[config.mk]
export PLATFORM = sky130hd
export DESIGN_NAME = midi_tx
export DESIGN_NICKNAME = d
export VERILOG_FILES = /design/src/rtl/midi_pkg.sv /design/src/rtl/midi_baud_gen.sv /design/src/rtl/midi_tx.sv
export SDC_FILE = /design/constraint.sdc
export NUM_CORES = 1
export LEC_CHECK = 0
export ABC_CLOCK_PERIOD_IN_PS = 2400
export CAP_MARGIN = 5
export CORE_MARGIN = 4
export CORE_UTILIZATION = 45
export CTS_CLUSTER_SIZE = 8
export DETAILED_ROUTE_END_ITERATION = 8
export PLACE_DENSITY = 0.67
export SYNTH_ARGS = -nofsm -noshare
export SYNTH_HDL_FRONTEND = slang
export SYNTH_SLANG_ARGS = --single-unit
export TNS_END_PERCENT = 20
[constraint.sdc]
create_clock -name clk -period 2.4 [get_ports clk]
set_input_delay 0.48 -clock clk [delete_from_list [all_inputs] [get_ports clk]]
set_output_delay 0.48 -clock clk [all_outputs]
set_load 0.02 [all_outputs]
[src/rtl/midi_pkg.sv]
// Shared MIDI definitions: transmitter state encoding, status-byte range
// boundaries and the default bit period. Also holds the byte classifiers
// used by the running-status filter (MIDI_TX_RUNNING_STATUS_EN).
package midi_pkg;

  typedef enum logic [2:0] {
    ST_IDLE  = 3'd0,
    ST_LOAD  = 3'd1,
    ST_START = 3'd2,
    ST_DATA  = 3'd3,
    ST_STOP  = 3'd4
  } tx_state_t;

  // Lowest channel status, lowest system common and lowest real-time byte
  localparam logic [7:0] STATUS_MIN   = 8'h80;
  localparam logic [7:0] SYSCOM_MIN   = 8'hF0;
  localparam logic [7:0] REALTIME_MIN = 8'hF8;

  // 32 clocks per bit at 1 MHz gives the MIDI rate of 31.25 kbaud
  localparam int DEFAULT_CLKS_PER_BIT = 32;

  function automatic logic is_channel_status(input logic [7:0] b);
    return (b >= STATUS_MIN) && (b < SYSCOM_MIN);
  endfunction

  function automatic logic is_system_common(input logic [7:0] b);
    return (b >= SYSCOM_MIN) && (b < REALTIME_MIN);
  endfunction

endpackage

[src/rtl/midi_baud_gen.sv]
// Bit-period counter for MIDI serial links. Counts 0..CLKS_PER_BIT-1 and
// wraps; tc flags the last clock of a bit period. While clear is high the
// count is held at zero so a new period always starts aligned. Shared with
// the MIDI receivers.
module midi_baud_gen
  import midi_pkg::*;
#(
  parameter int CLKS_PER_BIT = DEFAULT_CLKS_PER_BIT
) (
  input  logic clk,
  input  logic reset,
  input  logic clear,
  output logic tc
);

  localparam int CW = (CLKS_PER_BIT > 1) ? $clog2(CLKS_PER_BIT) : 1;
  localparam logic [CW-1:0] LAST = CW'(CLKS_PER_BIT - 1);

  logic [CW-1:0] count;

  // Free-running period counter, zeroed by clear and on terminal count
  always_ff @(posedge clk or posedge reset) begin
    if (reset) begin
      count <= '0;
    end else if (clear || (count == LAST)) begin
      count <= '0;
    end else begin
      count <= count + 1'b1;
    end
  end

  assign tc = (count == LAST);

endmodule

[src/rtl/midi_tx.sv]
// MIDI OUT serializer. Pops bytes from the output FIFO with a one-cycle rd
// strobe and sends each as an 8N1 frame, LSB first, CLKS_PER_BIT clocks per
// bit. tx is registered from the current state, so the start bit falls two
// edges after empty_n is seen high.
// Optional feature: define MIDI_TX_RUNNING_STATUS_EN to drop channel status
// bytes that repeat the last transmitted status (MIDI running status).
module midi_tx
  import midi_pkg::*;
#(
  parameter int CLKS_PER_BIT = DEFAULT_CLKS_PER_BIT,
  parameter int WIDTH        = 8
) (
  input  logic             clk,
  input  logic             reset,
  input  logic             empty_n,
  input  logic [WIDTH-1:0] data_i,
  output logic             rd,
  output logic             oe_n,
  output logic             tx,
  output logic             busy
);

  localparam logic [2:0] LAST_BIT = 3'(WIDTH - 1);

  tx_state_t        state;
  logic [WIDTH-1:0] shift_reg;
  logic [2:0]       bit_cnt;
  logic             baud_clear;
  logic             baud_tc;
  logic             suppress;

`ifdef MIDI_TX_RUNNING_STATUS_EN
  logic [WIDTH-1:0] last_status;

  assign suppress = is_channel_status(data_i) && (data_i == last_status);
`else
  assign suppress = 1'b0;
`endif

  // The FIFO output stays enabled for as long as the block is out of reset
  assign oe_n = reset;

  // Bit timing only runs while a frame is on the wire
  assign baud_clear = (state == ST_IDLE) || (state == ST_LOAD);

  midi_baud_gen #(
    .CLKS_PER_BIT(CLKS_PER_BIT)
  ) u_baud (
    .clk  (clk),
    .reset(reset),
    .clear(baud_clear),
    .tc   (baud_tc)
  );

  // Frame sequencer with registered rd, busy and tx
  always_ff @(posedge clk or posedge reset) begin
    if (reset) begin
      state     <= ST_IDLE;
      rd        <= 1'b0;
      busy      <= 1'b0;
      tx        <= 1'b1;
      bit_cnt   <= '0;
      shift_reg <= '0;
`ifdef MIDI_TX_RUNNING_STATUS_EN
      last_status <= '0;
`endif
    end else begin
      case (state)
        ST_START: tx <= 1'b0;
        ST_DATA:  tx <= shift_reg[0];
        default:  tx <= 1'b1;
      endcase

      case (state)
        ST_IDLE: begin
          if (empty_n) begin
            state <= ST_LOAD;
            rd    <= 1'b1;
            busy  <= 1'b1;
          end
        end

        ST_LOAD: begin
          rd <= 1'b0;
          if (suppress) begin
            state <= ST_IDLE;
            busy  <= 1'b0;
          end else begin
            shift_reg <= data_i;
            bit_cnt   <= '0;
            state     <= ST_START;
          end
`ifdef MIDI_TX_RUNNING_STATUS_EN
          if (is_channel_status(data_i)) begin
            last_status <= data_i;
          end else if (is_system_common(data_i)) begin
            last_status <= '0;
          end
`endif
        end

        ST_START: begin
          if (baud_tc) begin
            state <= ST_DATA;
          end
        end

        ST_DATA: begin
          if (baud_tc) begin
            shift_reg <= shift_reg >> 1;
            if (bit_cnt == LAST_BIT) begin
              bit_cnt <= '0;
              state   <= ST_STOP;
            end else begin
              bit_cnt <= bit_cnt + 3'd1;
            end
          end
        end

        ST_STOP: begin
          if (baud_tc) begin
            state <= ST_IDLE;
            busy  <= 1'b0;
          end
        end

        default: begin
          state <= ST_IDLE;
          rd    <= 1'b0;
          busy  <= 1'b0;
        end
      endcase
    end
  end

endmodule

==> flow_metrics.py <==
metrics = {
    "worst_setup_path": {
        "cp_num_buf_inv": 2,
        "critical_path_class": "in2out",
        "slowest_delay_ps": 610,
        "timing.critical_path.cells": "clkdlybuf4s50_1 > clkdlybuf4s50_1",
        "path_max_fanout": 2,
        "critical_path.slowest_cell": "sky130_fd_sc_hd__clkdlybuf4s50_1",
        "crit_path_start_kind": "input port",
        "critical_path.top_delay_family": "buffers and inverters",
        "endpoint_kind": "output port",
        "crit_path_frequent_cell": "sky130_fd_sc_hd__clkdlybuf4s50_1",
        "arrival_ps": 1580,
        "worst_path_required_ps": 1920,
    },
    "yosys": {
        "ys_seq_area_frac": 0.491,
        "synth-edff-count": 0,
        "synth-warning-count": 0,
        "synth_top_area_frac": 0.468,
        "synth-main-ff-cell": "sky130_fd_sc_hd__dfrtp_1",
        "post-synth-top-area-cell": "sky130_fd_sc_hd__dfrtp_1",
        "synth_most_common_cell": "sky130_fd_sc_hd__dfrtp_1",
        "postSynthRegisterBits": 22,
        "synthArstFlopShare": 1.00,
        "netlist_instances": 105,
        "synthDistinctLibCells": 34,
        "synth.cells.most_frequent": "sky130_fd_sc_hd__dfrtp_1 (21), sky130_fd_sc_hd__nor2_1 (11)",
        "mappedNetlistNets": 120,
        "syn-cell-area_mm2": 0.00112,
        "synth.top_cells.by_area": "sky130_fd_sc_hd__dfrtp_1 (47%), sky130_fd_sc_hd__a211oi_2 (6.7%), sky130_fd_sc_hd__ha_1 (4.5%)",
        "postSynthAreaPerCell_um2": 10.7,
    },
    "clock_tree": {
        "post_cts_hold_buffer_count": 0,
        "clkSlewWorstSetupHoldPaths_ps": 120,
        "clock_tree.buffer_depth": 2,
        "cts.sinks": 22,
        "clock-root-buffer": "sky130_fd_sc_hd__clkbuf_4",
        "cts.htree.levels": 1,
        "cts_tree": "done",
        "clock_insertion_delay_worst_skew_ps": 310,
        "post_cts.repair.setup_buffers": 0,
        "numCtsBuffers": 3,
        "post_cts_resize_count": 0,
    },
    "global_routing": {
        "residual_overflow_from_global_routing": 0,
        "global_route_wire_length_before_repair_um": 3580,
        "first_global_vias": 840,
        "antenna_violations_before_repair": 0,
        "grt_max_degree": 23,
        "groute.usage.overall": 0.139,
    },
    "finish": {
        "drive_above_1_share": 0.153,
        "seq_area_um2": 552,
        "multi_input_comb_area_um2": 505,
        "area_delta_synth_final_pct": 15.6,
        "layout.nets": 134,
        "num-fill-cells": 216,
        "antenna_cells": 0,
        "largest_reg_flops": 8,
    },
    "detailed_routing": {
        "via_count": 833,
        "drt-total-wl_um": 2170,
        "antenna_viol_nets_final": 0,
        "drc_violations": 0,
        "mean_routed_wirelength_per_cell_um": 14.9,
        "post_drt_via_cell_ratio": 5.71,
        "pre_antenna_drt_iters": 4,
        "initial_drc_count": 17,
    },
    "timing": {
        "maximum_achievable_frequency_mhz": 487,
        "grt_setup_unrepaired": "false",
        "finalHoldWorstSlack_ps": 470,
        "hold_violations": 0,
        "max_slew.worst_pin.slew_ps": 674,
        "tns_ps": 0,
        "worst_slew_slack_as_a_fraction_of_its_limit": 0.551,
        "clock_tree_skew_after_final_layout_ps": 7.13,
        "slew_limit_fails": 0,
        "timing.final.crit_period_ps": 2060,
        "post-route-period-util": 0.856,
        "setup_viol": 0,
        "finalWorstSetupSlack_ps": 345,
    },
    "floorplan": {
        "die-height_um": 58.0,
        "core_mm2": 0.00230,
        "rows": 17,
        "design.portCount": 15,
        "die-area_mm2": 0.00336,
        "initial_core_util": 0.489,
        "die_width_um": 58.0,
    },
    "power_and_ir_drop": {
        "power_density_mw_per_mm2": 1000,
        "totalPowerFinal_w": 0.00130,
        "power.static_leakage_nw": 0.567,
        "peakVddDrop_uv": 634,
    },
    "placement": {
        "hpwl_um": 1550,
        "routabilityCongestion": 0.709,
        "place.port_buffers": 14,
        "place_ws_ps": 340,
    },
    "flow_run": {
        "drv.max_cap_violation_count": 0,
    },
    "hold_path": {
        "timing.hold.worst.class": "reg2reg",
    },
    "outcome": {
        "outcome": "finished clean",
    },
}
==> metal layers <==
layer / vias up / part of all wire / global-route usage
met3: 4 / 0.045 / 0.0223
met1: 403 / 0.45 / 0.170
met2: 15 / 0.49 / 0.239
met4: 0 / 0.013 / 0.0596
li1: 411 / - / -
met5: - / 0 / 0
==> final timing paths <==
path,slack (ps),to,from,cells past startpoint
setup / recovery,340,oe_n,reset,2
hold / removal,470,u_baud.count[0],u_baud.count[0],1
setup reg to reg,380,state[0],u_baud.count[0],5
hold reg to reg,470,u_baud.count[0],u_baud.count[0],1
max in group asynchronous,1600,tx,reset,3
min in group asynchronous,520,busy,reset,3
==> cells by family after synthesis <==
group | share of synthesized area
AOI/OAI and AO/OA | 0.225
xor gates and xnor gates | 0.0156
adders and majority gates | 0.0445
buffers and inverters | 0.0590
DFF | 0.491
and+or+nand+nor | 0.165
==> power by group <==
part           total [W]  leakage [nW]  switching (W)  internal (W)
Combinational   0.000469         0.278       0.000230      0.000239
Clock           0.000212        0.0210       0.000119     0.0000927
Sequential      0.000620         0.267       0.000105      0.000514
==> area by class of cell <==
type,instances,share of cell area
inverter,4,0.0116
timing repair buffer,16,0.119
tap,28,0.0270
clock buffer,4,0.0279
sequential,22,0.425
multi-input combinational,72,0.389
==> stage by stage <==
| step | instances | area [µm²] | util |
|---|---|---|---|
| floorplan | 105 | 1120 | - |
| finish | 146 | 1300 | 0.565 |
| detailed placement | 142 | 1260 | 0.550 |
| global route | 146 | 1300 | 0.565 |
| CTS | 146 | 1300 | 0.565 |
| global placement | 142 | 1260 | 0.550 |
==> cells in the final DEF, fill, tap and decap left out, drive strengths merged, types with 2 or more instances in the layout <==
cell,instances
a211oi,7
a21oi,4
a32o,2
and2,2
and3,3
buf,2
clkbuf,4
clkdlybuf4s50,14
dfrtp,21
ha,4
inv,4
nand2,3
nand3,3
nand3b,2
nor2,11
nor2b,3
nor3,6
o21ai,7
o22ai,6
No activity file was read; power rests on OpenSTA's default activity.
